$ cat src/rtl/pipe_ctrl_pkg.sv
// Shared types and constants for the RV32I pipeline hazard controller.
package pipe_ctrl_pkg;

  typedef enum logic [1:0] {
    ST_RUN   = 2'd0,
    ST_MWAIT = 2'd1,
    ST_REDIR = 2'd2
  } state_e;

  localparam logic [1:0] FWD_RF  = 2'b00;
  localparam logic [1:0] FWD_MEM = 2'b01;
  localparam logic [1:0] FWD_WB  = 2'b10;

  // Saturating increment used by the optional performance counters.
  function automatic logic [31:0] sat_inc(input logic [31:0] v);
    return (v == 32'hFFFF_FFFF) ? v : v + 32'd1;
  endfunction

endpackage

$ cat src/rtl/pipe_hazard_ctrl_if.sv
// Pipeline-side bundle of the hazard controller: stage info in, stall/flush/forward controls out.
interface pipe_hazard_ctrl_if;
  logic [4:0]  rs1D;
  logic [4:0]  rs2D;
  logic        use_rs1D;
  logic        use_rs2D;
  logic [4:0]  rs1E;
  logic [4:0]  rs2E;
  logic [4:0]  rdE;
  logic        reg_writeE;
  logic [2:0]  mem_loadE;
  logic        fail_predictE;
  logic [4:0]  rdM;
  logic        reg_writeM;
  logic [2:0]  mem_loadM;
  logic [1:0]  mem_storeM;
  logic        mem_readyM;
  logic [4:0]  rdW;
  logic        reg_writeW;

  logic        stallF;
  logic        stallD;
  logic        stallE;
  logic        stallM;
  logic        flushD;
  logic        flushE;
  logic        flushW;
  logic [1:0]  fwd_aE;
  logic [1:0]  fwd_bE;
  logic        mem_err;
  logic [31:0] perf_stall;
  logic [31:0] perf_flush;
  logic [31:0] perf_mwait;

  // The pipeline datapath drives stage info and consumes the controls.
  modport master (
    output rs1D, rs2D, use_rs1D, use_rs2D, rs1E, rs2E, rdE, reg_writeE,
           mem_loadE, fail_predictE, rdM, reg_writeM, mem_loadM, mem_storeM,
           mem_readyM, rdW, reg_writeW,
    input  stallF, stallD, stallE, stallM, flushD, flushE, flushW,
           fwd_aE, fwd_bE, mem_err, perf_stall, perf_flush, perf_mwait
  );

  modport slave (
    input  rs1D, rs2D, use_rs1D, use_rs2D, rs1E, rs2E, rdE, reg_writeE,
           mem_loadE, fail_predictE, rdM, reg_writeM, mem_loadM, mem_storeM,
           mem_readyM, rdW, reg_writeW,
    output stallF, stallD, stallE, stallM, flushD, flushE, flushW,
           fwd_aE, fwd_bE, mem_err, perf_stall, perf_flush, perf_mwait
  );
endinterface

$ cat src/rtl/pipe_fwd_sel.sv
// EX operand forward select for one source register; MEM result beats WB data.
module pipe_fwd_sel
  import pipe_ctrl_pkg::*;
(
  input  logic [4:0] rs_e,
  input  logic [4:0] rd_m,
  input  logic       reg_write_m,
  input  logic [2:0] mem_load_m,
  input  logic [4:0] rd_w,
  input  logic       reg_write_w,
  output logic [1:0] fwd
);

  // A load in MEM has no result yet, so it cannot forward from there.
  always_comb begin
    fwd = FWD_RF;
    if (reg_write_m && (rd_m != 5'd0) && (rd_m == rs_e) && (mem_load_m == 3'd0)) begin
      fwd = FWD_MEM;
    end else if (reg_write_w && (rd_w != 5'd0) && (rd_w == rs_e)) begin
      fwd = FWD_WB;
    end
  end

endmodule

$ cat src/rtl/pipe_hazard_ctrl.sv
// Hazard/sequencing controller for the 5-stage RV32I pipeline (stall, flush, forward, mem watchdog).
// Optional counters perf_stall/perf_flush/perf_mwait are built when PIPE_PERF_CNT_EN is defined.
module pipe_hazard_ctrl
  import pipe_ctrl_pkg::*;
#(
  parameter int MEM_TIMEOUT = 255,
  parameter int REDIR_LAT   = 1
) (
  input  logic CLK,
  input  logic RST_N,
  pipe_hazard_ctrl_if.slave hz
);

  localparam logic [15:0] WCNT_LAST = 16'(MEM_TIMEOUT - 1);
  localparam logic [3:0]  RCNT_INIT = 4'(REDIR_LAT);

  state_e      state_q, state_d;
  logic [15:0] wcnt_q, wcnt_d;
  logic [3:0]  rcnt_q, rcnt_d;
  logic        mem_err_q, mem_err_d;

  logic       mem_wait;
  logic       timeout;
  logic       load_use;
  logic       mispredict;
  logic       stall_f, stall_d, stall_e, stall_m;
  logic       flush_d, flush_e, flush_w;
  logic [1:0] fwd_a, fwd_b;

  always_comb begin
    mem_wait = ((hz.mem_loadM != 3'd0) || (hz.mem_storeM != 2'd0)) && !hz.mem_readyM;
    timeout  = (state_q == ST_MWAIT) && (wcnt_q == WCNT_LAST);
    load_use = (hz.mem_loadE != 3'd0) && hz.reg_writeE && (hz.rdE != 5'd0) &&
               ((hz.use_rs1D && (hz.rs1D == hz.rdE)) ||
                (hz.use_rs2D && (hz.rs2D == hz.rdE)));
  end

  always_comb begin
    state_d    = state_q;
    wcnt_d     = wcnt_q;
    rcnt_d     = rcnt_q;
    mem_err_d  = mem_err_q;
    stall_f    = 1'b0;
    stall_d    = 1'b0;
    stall_e    = 1'b0;
    stall_m    = 1'b0;
    flush_d    = 1'b0;
    flush_e    = 1'b0;
    flush_w    = 1'b0;
    mispredict = 1'b0;

    if (state_q == ST_REDIR) begin
      // A memory wait during redirect freezes the countdown rather than leaving REDIR.
      if (mem_wait) begin
        {stall_f, stall_d, stall_e, stall_m} = 4'b1111;
        flush_w = 1'b1;
      end else begin
        flush_d = 1'b1;
        rcnt_d  = rcnt_q - 4'd1;
        if (rcnt_q == 4'd1) begin
          state_d = ST_RUN;
        end
      end
    end else if (mem_wait && !timeout) begin
      {stall_f, stall_d, stall_e, stall_m} = 4'b1111;
      flush_w = 1'b1;
      state_d = ST_MWAIT;
      if (state_q == ST_MWAIT) begin
        wcnt_d = wcnt_q + 16'd1;
      end
    end else begin
      // Free-running cycle: also covers the release cycle of a wait or a watchdog abort.
      state_d = ST_RUN;
      wcnt_d  = 16'd0;
      if (mem_wait) begin
        mem_err_d = 1'b1;
      end
      if (hz.fail_predictE) begin
        flush_d    = 1'b1;
        flush_e    = 1'b1;
        mispredict = 1'b1;
        if (REDIR_LAT > 0) begin
          state_d = ST_REDIR;
          rcnt_d  = RCNT_INIT;
        end
      end else if (load_use) begin
        stall_f = 1'b1;
        stall_d = 1'b1;
        flush_e = 1'b1;
      end
    end
  end

  always_ff @(posedge CLK) begin
    if (!RST_N) begin
      state_q   <= ST_RUN;
      wcnt_q    <= 16'd0;
      rcnt_q    <= 4'd0;
      mem_err_q <= 1'b0;
    end else begin
      state_q   <= state_d;
      wcnt_q    <= wcnt_d;
      rcnt_q    <= rcnt_d;
      mem_err_q <= mem_err_d;
    end
  end

  pipe_fwd_sel u_fwd_a (
    .rs_e        (hz.rs1E),
    .rd_m        (hz.rdM),
    .reg_write_m (hz.reg_writeM),
    .mem_load_m  (hz.mem_loadM),
    .rd_w        (hz.rdW),
    .reg_write_w (hz.reg_writeW),
    .fwd         (fwd_a)
  );

  pipe_fwd_sel u_fwd_b (
    .rs_e        (hz.rs2E),
    .rd_m        (hz.rdM),
    .reg_write_m (hz.reg_writeM),
    .mem_load_m  (hz.mem_loadM),
    .rd_w        (hz.rdW),
    .reg_write_w (hz.reg_writeW),
    .fwd         (fwd_b)
  );

  // While reset is held, every stage register is bubbled and nothing forwards.
  assign hz.stallF  = RST_N & stall_f;
  assign hz.stallD  = RST_N & stall_d;
  assign hz.stallE  = RST_N & stall_e;
  assign hz.stallM  = RST_N & stall_m;
  assign hz.flushD  = !RST_N | flush_d;
  assign hz.flushE  = !RST_N | flush_e;
  assign hz.flushW  = !RST_N | flush_w;
  assign hz.fwd_aE  = RST_N ? fwd_a : FWD_RF;
  assign hz.fwd_bE  = RST_N ? fwd_b : FWD_RF;
  assign hz.mem_err = mem_err_q;

`ifdef PIPE_PERF_CNT_EN
  logic [31:0] perf_stall_q, perf_stall_d;
  logic [31:0] perf_flush_q, perf_flush_d;
  logic [31:0] perf_mwait_q, perf_mwait_d;

  always_comb begin
    perf_stall_d = stall_f ? sat_inc(perf_stall_q) : perf_stall_q;
    perf_flush_d = mispredict ? sat_inc(perf_flush_q) : perf_flush_q;
    perf_mwait_d = (state_q == ST_MWAIT) ? sat_inc(perf_mwait_q) : perf_mwait_q;
  end

  always_ff @(posedge CLK) begin
    if (!RST_N) begin
      perf_stall_q <= 32'd0;
      perf_flush_q <= 32'd0;
      perf_mwait_q <= 32'd0;
    end else begin
      perf_stall_q <= perf_stall_d;
      perf_flush_q <= perf_flush_d;
      perf_mwait_q <= perf_mwait_d;
    end
  end

  assign hz.perf_stall = perf_stall_q;
  assign hz.perf_flush = perf_flush_q;
  assign hz.perf_mwait = perf_mwait_q;
`else
  assign hz.perf_stall = 32'd0;
  assign hz.perf_flush = 32'd0;
  assign hz.perf_mwait = 32'd0;
`endif

endmodule
$ cat src/flat_wrapper.sv
// flat-port wrapper written by rule: the top's interface ports become plain ports
module pipe_hazard_ctrl_flat import pipe_ctrl_pkg::*;
#(
  parameter int MEM_TIMEOUT = 255,
  parameter int REDIR_LAT   = 1
)
  (CLK, RST_N, hz_rs1D, hz_rs2D, hz_use_rs1D, hz_use_rs2D, hz_rs1E, hz_rs2E, hz_rdE, hz_reg_writeE, hz_mem_loadE, hz_fail_predictE, hz_rdM, hz_reg_writeM, hz_mem_loadM, hz_mem_storeM, hz_mem_readyM, hz_rdW, hz_reg_writeW, hz_stallF, hz_stallD, hz_stallE, hz_stallM, hz_flushD, hz_flushE, hz_flushW, hz_fwd_aE, hz_fwd_bE, hz_mem_err, hz_perf_stall, hz_perf_flush, hz_perf_mwait);
  pipe_hazard_ctrl_if hz_i ();
  input  logic CLK;
  input  logic RST_N;
  input wire logic [$bits(hz_i.rs1D)-1:0] hz_rs1D;
  input wire logic [$bits(hz_i.rs2D)-1:0] hz_rs2D;
  input wire logic [$bits(hz_i.use_rs1D)-1:0] hz_use_rs1D;
  input wire logic [$bits(hz_i.use_rs2D)-1:0] hz_use_rs2D;
  input wire logic [$bits(hz_i.rs1E)-1:0] hz_rs1E;
  input wire logic [$bits(hz_i.rs2E)-1:0] hz_rs2E;
  input wire logic [$bits(hz_i.rdE)-1:0] hz_rdE;
  input wire logic [$bits(hz_i.reg_writeE)-1:0] hz_reg_writeE;
  input wire logic [$bits(hz_i.mem_loadE)-1:0] hz_mem_loadE;
  input wire logic [$bits(hz_i.fail_predictE)-1:0] hz_fail_predictE;
  input wire logic [$bits(hz_i.rdM)-1:0] hz_rdM;
  input wire logic [$bits(hz_i.reg_writeM)-1:0] hz_reg_writeM;
  input wire logic [$bits(hz_i.mem_loadM)-1:0] hz_mem_loadM;
  input wire logic [$bits(hz_i.mem_storeM)-1:0] hz_mem_storeM;
  input wire logic [$bits(hz_i.mem_readyM)-1:0] hz_mem_readyM;
  input wire logic [$bits(hz_i.rdW)-1:0] hz_rdW;
  input wire logic [$bits(hz_i.reg_writeW)-1:0] hz_reg_writeW;
  output wire logic [$bits(hz_i.stallF)-1:0] hz_stallF;
  output wire logic [$bits(hz_i.stallD)-1:0] hz_stallD;
  output wire logic [$bits(hz_i.stallE)-1:0] hz_stallE;
  output wire logic [$bits(hz_i.stallM)-1:0] hz_stallM;
  output wire logic [$bits(hz_i.flushD)-1:0] hz_flushD;
  output wire logic [$bits(hz_i.flushE)-1:0] hz_flushE;
  output wire logic [$bits(hz_i.flushW)-1:0] hz_flushW;
  output wire logic [$bits(hz_i.fwd_aE)-1:0] hz_fwd_aE;
  output wire logic [$bits(hz_i.fwd_bE)-1:0] hz_fwd_bE;
  output wire logic [$bits(hz_i.mem_err)-1:0] hz_mem_err;
  output wire logic [$bits(hz_i.perf_stall)-1:0] hz_perf_stall;
  output wire logic [$bits(hz_i.perf_flush)-1:0] hz_perf_flush;
  output wire logic [$bits(hz_i.perf_mwait)-1:0] hz_perf_mwait;
  assign hz_i.rs1D = hz_rs1D;
  assign hz_i.rs2D = hz_rs2D;
  assign hz_i.use_rs1D = hz_use_rs1D;
  assign hz_i.use_rs2D = hz_use_rs2D;
  assign hz_i.rs1E = hz_rs1E;
  assign hz_i.rs2E = hz_rs2E;
  assign hz_i.rdE = hz_rdE;
  assign hz_i.reg_writeE = hz_reg_writeE;
  assign hz_i.mem_loadE = hz_mem_loadE;
  assign hz_i.fail_predictE = hz_fail_predictE;
  assign hz_i.rdM = hz_rdM;
  assign hz_i.reg_writeM = hz_reg_writeM;
  assign hz_i.mem_loadM = hz_mem_loadM;
  assign hz_i.mem_storeM = hz_mem_storeM;
  assign hz_i.mem_readyM = hz_mem_readyM;
  assign hz_i.rdW = hz_rdW;
  assign hz_i.reg_writeW = hz_reg_writeW;
  assign hz_stallF = hz_i.stallF;
  assign hz_stallD = hz_i.stallD;
  assign hz_stallE = hz_i.stallE;
  assign hz_stallM = hz_i.stallM;
  assign hz_flushD = hz_i.flushD;
  assign hz_flushE = hz_i.flushE;
  assign hz_flushW = hz_i.flushW;
  assign hz_fwd_aE = hz_i.fwd_aE;
  assign hz_fwd_bE = hz_i.fwd_bE;
  assign hz_mem_err = hz_i.mem_err;
  assign hz_perf_stall = hz_i.perf_stall;
  assign hz_perf_flush = hz_i.perf_flush;
  assign hz_perf_mwait = hz_i.perf_mwait;
  pipe_hazard_ctrl #(.MEM_TIMEOUT(MEM_TIMEOUT), .REDIR_LAT(REDIR_LAT)) u_core (.CLK(CLK), .RST_N(RST_N), .hz(hz_i));
endmodule
$ cat config.mk
export PLATFORM = sky130hd
export DESIGN_NAME = pipe_hazard_ctrl_flat
export DESIGN_NICKNAME = d
export VERILOG_FILES = /design/src/rtl/pipe_ctrl_pkg.sv /design/src/rtl/pipe_hazard_ctrl_if.sv /design/src/rtl/pipe_fwd_sel.sv /design/src/rtl/pipe_hazard_ctrl.sv /design/src/flat_wrapper.sv
export SDC_FILE = /design/constraint.sdc
export NUM_CORES = 1
export LEC_CHECK = 0
export CAP_MARGIN = 15
export CELL_PAD_IN_SITES_DETAIL_PLACEMENT = 1
export CELL_PAD_IN_SITES_GLOBAL_PLACEMENT = 2
export CORE_MARGIN = 8
export CORE_UTILIZATION = 20
export CTS_CLUSTER_DIAMETER = 120
export DETAILED_ROUTE_END_ITERATION = 8
export PLACE_DENSITY_LB_ADDON = 0.1
export SYNTH_ARGS = -nofsm -noshare
export SYNTH_HDL_FRONTEND = slang
export SYNTH_SLANG_ARGS = --single-unit
$ cat constraint.sdc
create_clock -name CLK -period 2.62 [get_ports CLK]
set_input_delay 0.262 -clock CLK [delete_from_list [all_inputs] [get_ports CLK]]
set_output_delay 0.262 -clock CLK [all_outputs]
set_load 0.02 [all_outputs]
==> results of run 1 <==
-- routing by layer --
layer / global-route usage, % / wire length, um
met4: 0.860 / 17
met1: 9.96 / 3140
met3: 2.85 / 332
met5: 0 / 0
met2: 18.1 / 4060
-- worst min-delay path, delay by kind of cell (launching register included) --
| family | cells | cell delay (ps) |
|---|---|---|
| AO/OA/AOI/OAI | 1 | 40 |
| flip-flops | 1 | 330 |
| AND/OR/NAND/NOR | 1 | 70 |
-- power groups by stage --
stage               Sequential, mW  Combinational [mW]  Clock (mW)
finish                       0.366               0.412       0.345
detailed placement           0.375               0.409           0
CTS                          0.366               0.410       0.366
floorplan                    0.373               0.346           0
global route                 0.368               0.449       0.380
global placement             0.374               0.409           0
-- state kept, by name, indices dropped and copies added, names as in the netlist --
| signal | count |
|---|---|
| u_core.wcnt_q | 16 |
| u_core.rcnt_q | 4 |
| u_core.state_q | 2 |
| u_core.hz.mem_err | 1 |
-- metrics by stage --
stage | std cells | hold WS, ps
6_report | 537 | 474
5_1_grt | 537 | 527
4_1_cts | 537 | 489
3_5_place_dp | 533 | 473
3_3_place_gp | 533 | 465
2_1_floorplan | 400 | 414
-- worst max-delay path by stage --
| stage | from | to | slack (ps) | cells after the start |
|---|---|---|---|---|
| global route | hz_rdM[0] | hz_fwd_bE[1] | 2 | 6 |
| finish | hz_rdM[0] | hz_fwd_bE[1] | 100 | 6 |
| floorplan | hz_rdM[0] | hz_fwd_aE[1] | 570 | 4 |
| detailed placement | hz_rdM[0] | hz_fwd_bE[1] | -150 | 6 |
| CTS | u_core.wcnt_q[13]$_SDFFE_PN0P_ | hz_flushE | 10 | 5 |
| global placement | hz_rdM[0] | hz_fwd_bE[1] | -130 | 6 |
-- logic make-up (layout without fill, tap and decap cells) --
| kind of cell | after synthesis | after routing | share of synthesized area [%] |
|---|---|---|---|
| AO/OA/AOI/OAI | 34 | 34 | 9.50 |
| buffers and inverters | 111 | 101 | 33.1 |
| multiplexers | 2 | 2 | 0.892 |
| other | 1 | 96 | 0.157 |
| AND/OR/NAND/NOR | 90 | 90 | 20.3 |
| flip-flops | 23 | 23 | 19.3 |
| adder cells (fa/ha/maj) | 4 | 4 | 2.10 |
| XOR/XNOR | 40 | 40 | 14.7 |
-- Yosys cell counts (2+ instances only) --
cell	instances	area share, %
buf_4	98	31
o311a_1	2	0.84
o21ai_0	3	0.63
clkbuf_1	5	0.79
buf_2	2	0.42
nand3b_1	2	0.63
nand2_1	17	2.7
nor3_1	8	1.7
and4_1	3	1.1
nor4_1	11	2.9
xnor2_1	32	12
o31ai_1	2	0.63
o22ai_1	3	0.79
a21oi_1	10	2.1
or4_1	4	1.3
dfxtp_1	23	19
nor2_1	18	2.8
ha_1	4	2.1
or3_1	4	1.0
inv_1	4	0.63
and2_1	3	0.79
xor2_1	8	2.9
a31oi_1	4	1.0
nand4_1	9	2.4
nand3_1	7	1.5
o2bb2a_1	2	0.84
-- what timing repair did --
| item | 4_1_cts | 5_1_grt |
|---|---|---|
| endpoints found under the setup margin | 7 | 5 |
| pin swaps | 0 | 1 |
| resized for setup | 8 | 7 |
| setup buffers | 0 | 0 |
-- final cells by class --
class	instances	area (um2)
clock buffer	3	75.1
clock inverter	1	5.00
fill	1458	8710
inverter	5	18.8
multi-input combinational	266	1510
sequential	23	460
tap	147	184
timing repair buffer	92	846
==> results.cfg, run 1 <==
[outcome]
outcome = completed

[power_and_ir_drop]
clkPwrFrac_pct = 30.7
seqPwrFrac_pct = 32.6
peakVddDrop_mv = 0.211
finalPower_mw = 1.12
p_leak_nw = 1.27
swShare_pct = 35.6
combPwrFrac_pct = 36.7
p_sw_mw = 0.400
p_int_mw = 0.723
power_density_nw_per_um2 = 363

[detailed_routing]
vias_per_cell = 3.77
drtIter0Drc = 48
dr.pass1.iters = 4
ant_nets = 0
wire_per_inst_um = 14.0
routed-via-count = 2025
detail_route.wirelength_um = 7540
post-route-drc-count = 0

[clock_network]
cts_hold_buf = 0
clock_latency_ps = 260
clk_path_buf_depth = 2
cts_tree = yes
cts_num_sinks = 23
root_buffer = clkbuf_16
clk_pin_slew_ps = 60
htree_levels = 1
cts_buffers = 3

[worst_setup_path]
cp_cell_sequence = clkdlybuf4s50_1 > or4_1 > o211ai_1 > nor4_2 > nor4_1 > dlygate4sd1_1
cp-end-kind = output pin
slowest_stage = or4_1
worst-setup-path-type = in2out
regToRegEndpoint = u_core.wcnt_q[9]$_SDFFE_PN0P_
cp.required_ps = 2360
cp-start-kind = input pin
r2r_cells = 7
arrival_ps = 2260
r2r_start = u_core.wcnt_q[0]$_SDFFE_PN0P_
path_delay_family = simple AND/OR/NAND/NOR gates
max_stage_delay_ps = 530
cp_max_fo = 2
rrSetupSlack_ps = 750
critPathBufInv = 2

[floorplanning]
initial_utilization_pct = 20.2
io_pins = 160
coreArea_um2 = 11800
num_rows = 40
die_h_um = 125
die_w_um = 125
die-area_um2 = 15700

[layout]
num_antenna_cells = 0
final_common_cell = conb_1
stdcell_area_um2 = 3100
area_growth_pct = 29.9
drive_above_1_share_pct = 10.0
nNetsFinal = 447
utilization_pct = 26.2
final_cell_mix = 96 x conb_1, 55 x clkdlybuf4s50_1, 32 x xnor2_1

[global_routing]
track_usage_pct = 9.33
grt_pass1_vias = 2287
grt_first_pass_wirelength_um = 12000
grt_overflow = 0
antenna_found_initial = 0
grt_max_degree = 14

[timing]
grt_setup_unrepaired = false
skew_ps = 2.83
fin_ws_ps = 98.5
finalCritPeriodShare_pct = 96.2
tns_ps = 0
setup_viol = 0
slew_violations = 0
period_needed_ps = 2520
hold_violations = 0
max_freq_mhz = 397

[synthesis]
seq_area_frac_synth_pct = 19.3
synth_edf_count = 0
ys_types = 43
synth.avg_cell_area_um2 = 7.81
ys_seq_elements = 23
ys_warn_count = 0
ys.flop_type = dfxtp_1
async_reset_ff_share_pct = 0
synth_cells = 305
synth_area_um2 = 2380

[worst_hold_path]
hold_end = u_core.hz.mem_err$_SDFFE_PN0P_
hold_start = u_core.hz.mem_err$_SDFFE_PN0P_
hp-class = reg2reg
hold_depth = 2

[placed_design]
port_buffers = 63
gp_congestion = 0.742
detailedPlace.worstSlack_ps = -153
dp_hpwl_um = 6630
placed_cell_area_um2 = 3000

[job]
max_cap_viol_count = 0
No activity file was read; power rests on OpenSTA's default activity.
==> run 2: changes to the inputs <==
--- a/config.mk
+++ b/config.mk
@@ -8,11 +8,10 @@
 export CAP_MARGIN = 15
 export CELL_PAD_IN_SITES_DETAIL_PLACEMENT = 1
 export CELL_PAD_IN_SITES_GLOBAL_PLACEMENT = 2
-export CORE_MARGIN = 8
 export CORE_UTILIZATION = 20
 export CTS_CLUSTER_DIAMETER = 120
 export DETAILED_ROUTE_END_ITERATION = 8
-export PLACE_DENSITY_LB_ADDON = 0.1
+export PLACE_DENSITY = 0.88
 export SYNTH_ARGS = -nofsm -noshare
 export SYNTH_HDL_FRONTEND = slang
 export SYNTH_SLANG_ARGS = --single-unit
==> results.cfg, run 2 (synthesis gave the netlist of run 1 again) <==
[outcome]
outcome = finished with violations
violations = DRC

[timing]
slew_violations = 0
grt_setup_unrepaired = true
setup_viol = 0
max_freq_mhz = 385
finalCritPeriodShare_pct = 99.1
skew_ps = 3.02
period_needed_ps = 2600
hold_violations = 0
fin_ws_ps = 22.5

[clock_network]
cts_buffers = 3
cts_tree = yes
clk_pin_slew_ps = 60
clk_path_buf_depth = 2
cts_num_sinks = 23
htree_levels = 1
root_buffer = clkbuf_16
clock_latency_ps = 260

[worst_setup_path]
cp_cell_sequence = clkdlybuf4s50_1 > or4_1 > o211ai_1 > nor4_2 > and2_1 > clkdlybuf4s50_1
critPathBufInv = 2
cp.depth = 6
cp_max_fo = 2
r2r_cells = 7
max_stage_delay_ps = 550
crit_top_cell = clkdlybuf4s50_1
cp-end-kind = output pin
path_delay_family = buffers and inverters
worst-setup-path-type = in2out
slowest_stage = or4_1
rrSetupSlack_ps = 740
cp.required_ps = 2360
arrival_ps = 2340
cp-start-kind = input pin

[job]
max_cap_viol_count = 0

[power_and_ir_drop]
p_leak_nw = 1.21
seqPwrFrac_pct = 33.0
clkPwrFrac_pct = 30.9
p_int_mw = 0.716
power_density_nw_per_um2 = 367
p_sw_mw = 0.395
combPwrFrac_pct = 36.1
peakVddDrop_mv = 0.173
finalPower_mw = 1.11
swShare_pct = 35.6

[detailed_routing]
wire_per_inst_um = 12.2
dr.pass1.iters = 6
vias_per_cell = 3.89
ant_nets = 0
routed-via-count = 2026
detail_route.wirelength_um = 6360
post-route-drc-count = 9
drtIter0Drc = 94

[layout]
regMostFlops = u_core.wcnt_q
drive_above_1_share_pct = 7.67
num_antenna_cells = 0
final_cell_mix = 96 x conb_1, 57 x clkdlybuf4s50_1, 32 x xnor2_1
final_common_cell = conb_1
area_growth_pct = 26.9
largestRegisters = u_core.wcnt_q: 16 flops, u_core.rcnt_q: 4 flops, u_core.state_q: 2 flops
nNetsFinal = 435
largest_reg_flops = 16

[floorplanning]
num_rows = 39
die-area_um2 = 12400
initial_utilization_pct = 20.7
coreArea_um2 = 11500
die_h_um = 111
die_w_um = 111
io_pins = 160

[global_routing]
antenna_found_initial = 0
track_usage_pct = 9.78
grt_pass1_vias = 2006
grt_max_degree = 14
grt_first_pass_wirelength_um = 9830
grt_overflow = 0

[worst_hold_path]
hold_depth = 2
hp-class = reg2reg

[placed_design]
port_buffers = 63
detailedPlace.worstSlack_ps = -269
dp_hpwl_um = 5360
gp_congestion = 0.867
## run 2: cell count changes in the layout (fill, tap and decap cells not counted), sizes merged
cell           before  now
dlygate4sd1         2    0
dlygate4sd2         4    1
clkdlybuf4s50      55   57
buf                29   18
dlymetal6s2s        2    4
## run 2: final cells by class
cell class	instances	area (um2)
clock inverters	1	5.00
flip-flops and latches	23	460
repair buffers	80	764
multi-input cells	266	1520
inverters	5	18.8
fillers	1424	8490
clock buffers	3	75.1
well taps	143	179
## run 2: layer usage
metal / vias to the layer above / global-route usage (%) / routed length (um)
met5: - / 0 / 0
met4: 0 / 2.43 / 74
met3: 8 / 2.13 / 285
met2: 66 / 19.8 / 3680
met1: 954 / 9.95 / 2320
li1: 998 / - / -
## run 2: power groups by stage
stage	Sequential [mW]	Clock [mW]	Combinational, mW
6_report	0.366	0.343	0.401
5_1_grt	0.368	0.365	0.432
4_1_cts	0.366	0.351	0.396
3_5_place_dp	0.374	0	0.394
3_3_place_gp	0.374	0	0.386
2_1_floorplan	0.373	0	0.346
## run 2: path summary, 6_finish.rpt
kind                                  startpoint                             end
setup / recovery                       hz_rdM[0]                    hz_fwd_aE[0]
hold / removal    u_core.hz.mem_err$_SDFFE_PN0P_  u_core.hz.mem_err$_SDFFE_PN0P_
setup reg to reg   u_core.wcnt_q[0]$_SDFFE_PN0P_   u_core.wcnt_q[9]$_SDFFE_PN0P_
hold reg to reg   u_core.hz.mem_err$_SDFFE_PN0P_  u_core.hz.mem_err$_SDFFE_PN0P_
## run 2: worst register-to-register path: stages, from the launching register on
cell	delay, ps
dfxtp_1	410
inv_1	70
ha_1	210
nand3b_1	120
o21ai_1	140
buf_4	200
or4_1	500
a21oi_1	160
## run 2: metrics by stage
step           std cells  hold WS, ps  utilization [%]  instance area (um2)  setup TNS (ps)
4_1_cts              520          504             25.9                 2980               0
2_1_floorplan        400          414                -                 2740               0
5_1_grt              521          534             26.3                 3030           -79.5
3_5_place_dp         516          492             25.2                 2900            -460
3_3_place_gp         516          467             25.2                 2900            -153
6_report             521          496             26.3                 3030               0
## run 2: timing repair
| item | in CTS | in global routing |
|---|---|---|
| hold buffers | 0 | 0 |
| resized for setup | 3 | 13 |
| pin swaps | 0 | 1 |
| setup buffers | 0 | 1 |
| endpoints found under the setup margin | 3 | 7 |
==> run 3: changes to the inputs <==
--- a/config.mk
+++ b/config.mk
@@ -12,6 +12,7 @@
 export CTS_CLUSTER_DIAMETER = 120
 export DETAILED_ROUTE_END_ITERATION = 8
 export PLACE_DENSITY = 0.88
+export SKIP_LAST_GASP = 1
 export SYNTH_ARGS = -nofsm -noshare
 export SYNTH_HDL_FRONTEND = slang
 export SYNTH_SLANG_ARGS = --single-unit
==> results.cfg, run 3 (synthesis gave the netlist of run 1 again) <==
[clock_network]
cts_num_sinks = 23
cts_tree = yes
cts_hold_buf = 0
htree_levels = 1
clock_latency_ps = 260
root_buffer = clkbuf_16
clk_pin_slew_ps = 60
cts_buffers = 3
clk_path_buf_depth = 2

[worst_setup_path]
path_delay_family = simple AND/OR/NAND/NOR gates
worst-setup-path-type = in2out
slowest_stage = or4_1
cp_max_fo = 2
cp.required_ps = 2360
cp-start-kind = input pin
cp-end-kind = output pin
arrival_ps = 2330
max_stage_delay_ps = 540
critPathBufInv = 3
crit_top_cell = nor4_2
cp_cell_sequence = clkdlybuf4s50_1 > or4_1 > o211ai_1 > nor4_2 > buf_4 > nor4_2 > clkbuf_2

[layout]
drive_above_1_share_pct = 7.41
final.fill_count = 1426
largest_reg_flops = 16
final_cell_mix = 96 x conb_1, 57 x clkdlybuf4s50_1, 32 x xnor2_1
regMostFlops = u_core.wcnt_q
num_antenna_cells = 0
largestRegisters = u_core.wcnt_q: 16 flops, u_core.rcnt_q: 4 flops, u_core.state_q: 2 flops
utilization_pct = 26.1
final_common_cell = conb_1
area_growth_pct = 26.2
final_cells = 521
nNetsFinal = 435

[floorplanning]
die-area_um2 = 12400
initial_utilization_pct = 20.7
io_pins = 160
coreArea_um2 = 11500
num_rows = 39
die_h_um = 111
die_w_um = 111

[power_and_ir_drop]
power_density_nw_per_um2 = 368
p_leak_nw = 1.21
peakVddDrop_mv = 0.173

[global_routing]
grt_pass1_vias = 2006
antenna_found_initial = 0
grt_use_met1_pct = 9.95
grt_overflow = 0
grt_first_pass_wirelength_um = 9830
grt_most_used_layer = met2
grt_max_degree = 14
grt_use_met3_pct = 2.13
use_met2_pct = 19.8
track_usage_pct = 9.78

[outcome]
violations = DRC
outcome = finished with violations

[placed_design]
dp.cells = 516
dp_hpwl_um = 5360
port_buffers = 63
gp_congestion = 0.867

[timing]
max_freq_mhz = 385
slew_violations = 0
grt_setup_unrepaired = true
period_needed_ps = 2600
skew_ps = 3.02
hold_violations = 0
tns_ps = 0
finalCritPeriodShare_pct = 99.1
setup_viol = 0

[detailed_routing]
detail_route.wirelength_um = 6320
post-route-drc-count = 9
drtIter0Drc = 100
routed-via-count = 2031
ant_nets = 0
wire_per_inst_um = 12.1
dr.pass1.iters = 6
vias_per_cell = 3.90

[worst_hold_path]
hp-class = reg2reg

[job]
max_cap_viol_count = 0
==> run 3: cell types whose count changed in the layout (fill, tap and decap cells not counted) <==
cell,change
buf_4,-1
nor4_4,-1
clkbuf_2,+1
nor4_1,+1
==> run 3: path summary, 6_finish.rpt <==
path	slack, ps	end	cells past startpoint	start
min reg2reg	500	u_core.hz.mem_err$_SDFFE_PN0P_	2	u_core.hz.mem_err$_SDFFE_PN0P_
max reg2reg	740	u_core.wcnt_q[9]$_SDFFE_PN0P_	7	u_core.wcnt_q[0]$_SDFFE_PN0P_
max	20	hz_fwd_aE[1]	7	hz_rdM[0]
min	500	u_core.hz.mem_err$_SDFFE_PN0P_	2	u_core.hz.mem_err$_SDFFE_PN0P_
==> run 3: area by class of cell <==
type	instances	area (um2)	area share [%]
Inverter	5	18.8	0.624
Clock inverter	1	5.00	0.166
Tap cell	143	179	5.95
Multi-Input combinational cell	266	1510	50.1
Clock buffer	3	75.1	2.50
Timing Repair Buffer	80	762	25.3
Sequential cell	23	460	15.3
==> run 3: per-layer routing <==
layer | up-vias | wire [um]
li1 | 998 | -
met1 | 953 | 2290
met2 | 70 | 3630
met3 | 10 | 292
met4 | 0 | 108
met5 | - | 0
==> run 3: per-stage QoR <==
stage	setup WS, ps	area (um2)	power (mW)	hold slack, ps
2_1_floorplan	573	2740	0.720	414
3_3_place_gp	-78.7	2900	0.760	467
3_5_place_dp	-269	2900	0.768	492
4_1_cts	11.6	2980	1.11	504
5_1_grt	-110	3010	1.16	534
6_report	23.3	3010	1.11	496
==> run 3: repair_timing <==
| item | CTS | global route |
|---|---|---|
| gates resized for setup | 3 | 9 |
| pin swaps | 0 | 1 |
| setup endpoints to repair | 3 | 7 |
| buffers inserted | 0 | 1 |
==> run 3: report_power, final <==
part	total [mW]	switching, mW	internal (mW)
Clock	0.343	0.138	0.206
Combinational	0.398	0.246	0.151
Sequential	0.366	0.00819	0.358
==> run 3: worst min-delay path, stage by stage (launching register included) <==
cell and delay [ps]:
dfxtp_1 340, a31oi_1 40, nor2_1 80
